[src/rtl/sync_fifo_pkg.sv]
// Shared defaults and pointer-width helper for the single-clock byte FIFO.
package sync_fifo_pkg;

    localparam int SYNC_FIFO_DATA_W = 8;
    localparam int SYNC_FIFO_DEPTH  = 16;

    function automatic int calc_aw(input int depth);
        return $clog2(depth);
    endfunction

endpackage

[src/rtl/sync_fifo_ram.sv]
// Simple dual-port storage: synchronous write port, registered read port.
// The read register clears on rst so the FIFO output starts at zero; the array itself is never cleared.
module sync_fifo_ram
    import sync_fifo_pkg::*;
#(
    parameter int DATA_W = SYNC_FIFO_DATA_W,
    parameter int DEPTH  = SYNC_FIFO_DEPTH,
    parameter int AW     = calc_aw(SYNC_FIFO_DEPTH)
) (
    input  logic              clk,
    input  logic              rst,
    input  logic              we,
    input  logic [AW-1:0]     waddr,
    input  logic [DATA_W-1:0] wdata,
    input  logic              re,
    input  logic [AW-1:0]     raddr,
    output logic [DATA_W-1:0] rdata
);

    logic [DATA_W-1:0] r_mem [DEPTH];
    logic [DATA_W-1:0] r_rdata;

    always_ff @(posedge clk) begin
        if (we) begin
            r_mem[waddr] <= wdata;
        end
    end

    // Holds its last value whenever no read is accepted.
    always_ff @(posedge clk) begin
        if (rst) begin
            r_rdata <= '0;
        end else if (re) begin
            r_rdata <= r_mem[raddr];
        end
    end

    assign rdata = r_rdata;

endmodule

[src/rtl/sync_fifo_gen.sv]
// Single-clock byte FIFO with standard (one-cycle latency) read timing and registered flags.
// Define SYNC_FIFO_STATUS_EN to add data_count, overflow and underflow outputs.
module sync_fifo_gen
    import sync_fifo_pkg::*;
#(
    parameter  int DATA_W = SYNC_FIFO_DATA_W,
    parameter  int DEPTH  = SYNC_FIFO_DEPTH,
    localparam int AW     = calc_aw(DEPTH)
) (
    input  logic              clk,
    input  logic              rst,
    input  logic [DATA_W-1:0] din,
    input  logic              wr_en,
    input  logic              rd_en,
    output logic [DATA_W-1:0] dout,
    output logic              full,
    output logic              empty
`ifdef SYNC_FIFO_STATUS_EN
    ,
    output logic [AW:0]       data_count,
    output logic              overflow,
    output logic              underflow
`endif
);

    localparam logic [AW:0] CNT_FULL = (AW+1)'(DEPTH);

    logic [AW-1:0] r_wptr;
    logic [AW-1:0] r_rptr;
    logic [AW:0]   r_cnt;
    logic          r_full;
    logic          r_empty;

    logic          w_wr_acc;
    logic          w_rd_acc;
    logic [AW:0]   w_cnt_next;

    // Acceptance is qualified by the registered flags, so a full/empty FIFO
    // never lets the opposite-side request sneak through in the same cycle.
    assign w_wr_acc = wr_en & ~r_full;
    assign w_rd_acc = rd_en & ~r_empty;

    always_comb begin
        w_cnt_next = r_cnt;
        case ({w_wr_acc, w_rd_acc})
            2'b10:   w_cnt_next = r_cnt + 1'b1;
            2'b01:   w_cnt_next = r_cnt - 1'b1;
            default: w_cnt_next = r_cnt;
        endcase
    end

    always_ff @(posedge clk) begin
        if (rst) begin
            r_wptr  <= '0;
            r_rptr  <= '0;
            r_cnt   <= '0;
            r_full  <= 1'b0;
            r_empty <= 1'b1;
        end else begin
            if (w_wr_acc) begin
                r_wptr <= r_wptr + 1'b1;
            end
            if (w_rd_acc) begin
                r_rptr <= r_rptr + 1'b1;
            end
            r_cnt   <= w_cnt_next;
            r_full  <= (w_cnt_next == CNT_FULL);
            r_empty <= (w_cnt_next == '0);
        end
    end

    sync_fifo_ram #(
        .DATA_W (DATA_W),
        .DEPTH  (DEPTH),
        .AW     (AW)
    ) u_ram (
        .clk    (clk),
        .rst    (rst),
        .we     (w_wr_acc),
        .waddr  (r_wptr),
        .wdata  (din),
        .re     (w_rd_acc),
        .raddr  (r_rptr),
        .rdata  (dout)
    );

    assign full  = r_full;
    assign empty = r_empty;

`ifdef SYNC_FIFO_STATUS_EN
    logic r_overflow;
    logic r_underflow;

    always_ff @(posedge clk) begin
        if (rst) begin
            r_overflow  <= 1'b0;
            r_underflow <= 1'b0;
        end else begin
            r_overflow  <= wr_en & r_full;
            r_underflow <= rd_en & r_empty;
        end
    end

    assign data_count = r_cnt;
    assign overflow   = r_overflow;
    assign underflow  = r_underflow;
`endif

endmodule

[config.mk]
export PLATFORM = sky130hd
export DESIGN_NAME = sync_fifo_gen
export DESIGN_NICKNAME = d
export VERILOG_FILES = /design/src/rtl/sync_fifo_pkg.sv /design/src/rtl/sync_fifo_ram.sv /design/src/rtl/sync_fifo_gen.sv
export SDC_FILE = /design/constraint.sdc
export NUM_CORES = 1
export LEC_CHECK = 0
export BUFFER_PORTS_ARGS = -buffer_cell sky130_fd_sc_hd__buf_2
export CAP_MARGIN = 20
export CORE_MARGIN = 2
export CORE_UTILIZATION = 55
export CTS_CLUSTER_DIAMETER = 100
export DETAILED_ROUTE_END_ITERATION = 8
export PLACE_DENSITY = 0.72
export SLEW_MARGIN = 20
export SYNTH_ARGS = -nofsm -noshare
export SYNTH_HDL_FRONTEND = slang
export SYNTH_SLANG_ARGS = --single-unit
[constraint.sdc]
create_clock -name clk -period 2.6 [get_ports clk]
set_input_delay 0.52 -clock clk [delete_from_list [all_inputs] [get_ports clk]]
set_output_delay 0.52 -clock clk [all_outputs]
set_load 0.02 [all_outputs]
==> flow_summary.toml, run 1 <==
[run_status]
outcome = "complete, no violations"

[yosys]
synthArstFlopShare = 0
synth_top_area_frac = 0.641
synthTopCellsByArea = "edfxtp_1 64%, mux4_2 12%, dfxtp_1 7.7%"
yosys_warnings = 0
ys.flop_type = "edfxtp_1"
ys_types = 37
yosysSeqAreaShare = 0.718
syn_area_per_cell_um2 = 17.5
syn_nets = 362
synth_area_leader_cell = "edfxtp_1"
yosys-top-cells-count = "128 x edfxtp_1, 32 x mux4_2, 31 x nor2_1"
syn_area_mm2 = 0.00600
synth_edf_count = 128
yosysMostFrequentCell = "edfxtp_1"
synth-seq-cells = 151
synthCells = 343

[power]
powerDensity_mw_per_mm2 = 846
p_leak_nw = 2.30
p_sw_w = 0.00143
power.total_w = 0.00585
clockPowerShare = 0.397
power.internal_w = 0.00442
swShare = 0.244
ir_drop_mv = 0.438
seqPwrFrac = 0.474
pwr-share-comb = 0.129

[sta]
maxSlewHeadroom = 0.574
max_freq_ghz = 0.441
grt_setup_unrepaired = "false"
final-setup-viol-count = 0
drv_slew = 0
whs_ns = 0.393
hold_viol = 0
fin_crit_sh = 0.871
tightest_slew_ns = 0.637
setup_tns_ns = 0
period_minus_slack_ns = 2.27
worst_clock_skew_ns = 0.0109

[clocking]
post_cts_buffers = 0
insertion_delay_ns = 0.52
cts_buffers = 17
ctsHoldBuffers = 0
clkSlewWorstSetupHoldPaths_ns = 0.06
clkSinkCount = 151
root_buffer = "clkbuf_8"
cts_max_level = 4
cts_resized = 0
clk_path_buf_depth = 2
cts_tree = "built"

[final_layout]
syn_to_final_growth_pct = 15.2
finalNonFillerCells = 537
layout-drive-gt1-share = 0.280
stdcell_area_mm2 = 0.00691
diodes = 0
nets = 403

[hold_path]
holdCritStartpoint = "din[6]"
hold_path_end = "u_ram.r_mem[3][6]"
hold_path_depth = 1
hold_path.class = "primary input to flip-flop"

[grt]
grt_use_met2 = 0.335
busiest_layer = "met2"
overflow = 0
grt_max_degree = 36
antenna_found_initial = 0
gr-usage-met1 = 0.312
grt_pass1_vias = 3133
use_met3 = 0.0675
grt_first_pass_wirelength_um = 18000
track_usage = 0.221

[drt]
wire_per_inst_um = 21.8
dr.pass1.iters = 5
drt_iter0_markers = 317
vias_per_cell = 5.91
drc_errors = 0
routed_wirelength_um = 11700
ant_nets = 0
via_count = 3175

[placement]
place.port_buffers = 21
dp_hpwl_um = 7140
gp_congestion = 0.864
dp.cells = 505
placed_area_mm2 = 0.00634

[critical_path]
critical_path_class = "flip-flop to flip-flop"
reg2reg_from = "empty"
crit_path_end_kind = "flip-flop"
worstPathRequired_ns = 3.00
regToRegEndpoint = "empty"
ff2ff_path_depth = 10
cp_data_arrival_time_ns = 2.67
start_kind = "flip-flop"
path_max_fanout = 9
r2r_setup_slack_ns = 0.33

[die]
start_util = 0.558
pin_count = 22
coreArea_mm2 = 0.0107
die_w_um = 108
rows = 38
dieHeight_um = 108
dieArea_mm2 = 0.0118

[flow_run]
maxCapViolCount = 0
routing by layer:
layer | up-vias | wire length (µm)
met5 | - | 0
met4 | 0 | 113
met3 | 10 | 738
met2 | 112 | 5810
met1 | 1620 | 5030
li1 | 1433 | -
placed cells by master (no fill, tap or decap), drive strengths merged, types with 2 or more instances in the layout:
cell and instances:
xor2 5, buf 41, nand4 2, nor2b 5, clkinv 6, nand2b 4, bufinv 2, edfxtp 128
a21oi 21, ha 7, clkinvlp 3, inv 9, clkbuf 18, nand2 12, a22oi 16, o31ai 2
nor3 8, nor2 31, dfxtp 23, and2 3, xnor2 6, mux4 32
flip-flops by register name, indices dropped and copies added, names as in the netlist:
| signal | count |
|---|---|
| empty | 1 |
| full | 1 |
| r_cnt | 5 |
| r_rptr | 4 |
| r_wptr | 4 |
| u_ram.r_mem | 128 |
| u_ram.rdata | 8 |
cell type report:
type,instances,area (µm²)
inverters,6,22.5
well taps,140,175
clock buffers,18,418
flip-flops and latches,151,4310
repair buffers,41,280
multi-input cells,167,1560
clock inverters,14,150
fillers,749,3830
critical path, stage by stage (launching register included):
cell	delay, ns
dfxtp_1	0.31
nand2b_1	0.17
inv_2	0.15
nand2_1	0.11
xnor2_1	0.14
ha_1	0.22
a21oi_1	0.15
a21boi_1	0.29
nor3_1	0.10
o31ai_1	0.39
o31ai_1	0.11
metrics by stage:
step | worst slack [ns] | util
finish | 0.334 | 0.643
global route | 0.200 | 0.643
CTS | 0.352 | 0.643
detailed placement | 0.135 | 0.590
global placement | 0.247 | 0.590
floorplan | 0.274 | -
worst max-delay path by stage:
stage / startpoint / endpoint / slack (ns)
after floorplan: wr_en / full / 0.27
after global placement: wr_en / empty / 0.25
after detailed placement: wr_en / empty / 0.13
after CTS: empty / empty / 0.35
after global routing: empty / empty / 0.20
final: empty / empty / 0.33
power groups by stage:
stage / registers (W) / logic (W) / clock network, W
after global placement: 0.00282 / 0.000731 / 0
final: 0.00277 / 0.000754 / 0.00232
after detailed placement: 0.00282 / 0.000750 / 0
after CTS: 0.00277 / 0.000759 / 0.00235
after floorplan: 0.00283 / 0.000538 / 0
after global routing: 0.00278 / 0.000821 / 0.00246
logic make-up after synthesis:
family,count (synthesis),share of synthesized area
compound gates,46,0.0511
xor+xnor,11,0.0161
fa+ha+maj,7,0.0146
buf+inv,25,0.0221
flops,151,0.718
mux,33,0.122
simple gates,70,0.0567
Note: power is estimated with default switching activity, not from simulation.
==> run 2, diff against run 1 <==
ABC_AREA = 1   (was unset)
==> run 2 against run 1 <==
- wire length grew 19%
- highest routed layer unchanged
- sequential cell count unchanged
- combinational power is 13% higher
- largest power group unchanged
- setup slack improved by 0.27 ns
==> flow_summary.toml, run 2 <==
[placement]
place.port_buffers = 21
dp_hpwl_um = 8480
place_ws_ns = 0.463
gp_congestion = 0.961
placed_area_mm2 = 0.00650

[yosys]
syn_nets = 550
yosysMostFrequentCell = "edfxtp_1"
synthCells = 531
synth-seq-cells = 151
synth_edf_count = 128
yosys_warnings = 0
syn_area_mm2 = 0.00618
yosysSeqAreaShare = 0.696
synth_area_leader_cell = "edfxtp_1"
ys_types = 27
syn_area_per_cell_um2 = 11.6
synth_top_area_frac = 0.622
ys.flop_type = "edfxtp_1"
yosys-top-cells-count = "128 x edfxtp_1, 113 x nor2_1, 50 x o21ai_0"
synthArstFlopShare = 0
synthTopCellsByArea = "edfxtp_1 62%, dfxtp_1 7.4%, nor2_1 6.9%"

[clocking]
post_cts_buffers = 0
root_buffer = "clkbuf_8"
ctsHoldBuffers = 0
cts_resized = 0
clkSlewWorstSetupHoldPaths_ns = 0.06
clk_path_buf_depth = 2
cts_buffers = 17
cts_max_level = 4
insertion_delay_ns = 0.53
cts_tree = "built"
clkSinkCount = 151

[final_layout]
final_common_cell = "edfxtp_1"
nets = 587
largest_register_ffs = 128
multiInputGateArea_mm2 = 0.00158
syn_to_final_growth_pct = 13.7
ff_latch_area_mm2 = 0.00431
final_core_util = 0.646
layout-drive-gt1-share = 0.138
final_cell_mix = "128 x edfxtp_1, 113 x nor2_1, 50 x o21ai_0, 38 x nand2_1, 32 x inv_1"
largest-register = "u_ram.r_mem"
num-fill-cells = 794
stdcell_area_mm2 = 0.00703
diodes = 0

[die]
coreArea_mm2 = 0.0109
pin_count = 22
dieArea_mm2 = 0.0121
start_util = 0.568
die_w_um = 110
dieHeight_um = 110
rows = 38

[sta]
final-setup-viol-count = 0
max_freq_ghz = 0.500
fin_ws_ns = 0.600
hold_viol = 0
worst_clock_skew_ns = 0.00663
setup_tns_ns = 0
grt_setup_unrepaired = "false"
whs_ns = 0.366
drv_slew = 0
period_minus_slack_ns = 2.00
fin_crit_sh = 0.769
maxSlewHeadroom = 0.583
tightest_slew_ns = 0.624

[critical_path]
crit_path_end_kind = "flip-flop"
worstPathRequired_ns = 3.08
cp_data_arrival_time_ns = 2.48
path_cells = "buf_4 -> o21ai_0 -> o221ai_1 -> nand3_1 -> o211ai_2 -> nand2_1 -> inv_1"
path_max_fanout = 25
path_delay_family = "flip-flops"
cp_slowest_stage_delay_ns = 0.63
crit_path_top_delay_cell = "dfxtp_2"
critPathBufInv = 2
critical_path_class = "flip-flop to flip-flop"
start_kind = "flip-flop"

[power]
powerDensity_mw_per_mm2 = 832
p_leak_nw = 2.54
ir_drop_mv = 0.445

[hold_path]
hold_path.class = "primary input to flip-flop"

[drt]
via_count = 4232
routed_wirelength_um = 13900
drc_errors = 0
drt_iter0_markers = 604
ant_nets = 0
wire_per_inst_um = 19.4
vias_per_cell = 5.89
dr.pass1.iters = 6

[grt]
track_usage = 0.247
grt_first_pass_wirelength_um = 21300
antenna_found_initial = 0
overflow = 0
grt_pass1_vias = 3911
grt_max_degree = 40

[flow_run]
maxCapViolCount = 0

[run_status]
outcome = "complete, no violations"
run 2: cell types whose count changed in the layout (fill, tap and decap cells not counted), sizes merged, moves of 9 or more:
cell	delta
inv	+25
o22ai	+9
o21ai	+77
nand2	+28
o221ai	+22
a21oi	-14
nand3	+27
a22oi	-16
mux4	-32
nor2	+83
run 2: layer usage:
metal  routed length (µm)  track usage  vias up
met1                 6200        0.351     2036
met5                    0            0        -
met3                  956       0.0511       23
li1                     -            -     1967
met2                 6510        0.378      206
met4                  265       0.0940        0
run 2: path summary, 6_finish.rpt:
path              startpoint              to  slack [ns]  cells after the start
setup / recovery   r_rptr[0]  u_ram.rdata[0]        0.60                      7
hold / removal           rst        r_cnt[0]        0.37                      2
setup reg to reg   r_rptr[0]  u_ram.rdata[0]        0.60                      7
hold reg to reg     r_cnt[3]        r_cnt[3]        0.53                      2
run 2: report_power, final:
| part | switching, W | internal (W) |
|---|---|---|
| clock network | 0.000889 | 0.00133 |
| logic | 0.000590 | 0.000263 |
| registers | 0.0000629 | 0.00271 |
| total | 0.00154 | 0.00431 |
run 2: area by class of cell:
cell class | count | area share
flip-flops and latches | 151 | 0.612
well taps | 140 | 0.0249
inverters | 36 | 0.0192
multi-input cells | 316 | 0.225
repair buffers | 46 | 0.0434
clock buffers | 18 | 0.0594
clock inverters | 12 | 0.0160
run 2: metrics by stage:
step                power (W)  cells
floorplan             0.00339    531
global placement      0.00362    689
detailed placement    0.00365    689
CTS                   0.00586    719
global route          0.00608    719
finish                0.00585    719
run 2: worst reg2reg max path, stage by stage (launching register included):
cell,delay (ns)
dfxtp_2,0.63
buf_4,0.37
o21ai_0,0.16
o221ai_1,0.35
nand3_1,0.22
o211ai_2,0.12
nand2_1,0.06
inv_1,0.05
run 2: logic make-up (layout without fill, tap and decap cells):
logic type               after synthesis  after routing  share of synthesized area
XOR/XNOR                               1              1                    0.00142
AND/OR/NAND/NOR                      185            185                      0.121
adder cells (fa/ha/maj)                7              7                     0.0142
AO/OA/AOI/OAI                        123            123                      0.119
buffers and inverters                 64            112                     0.0484
flip-flops                           151            151                      0.696
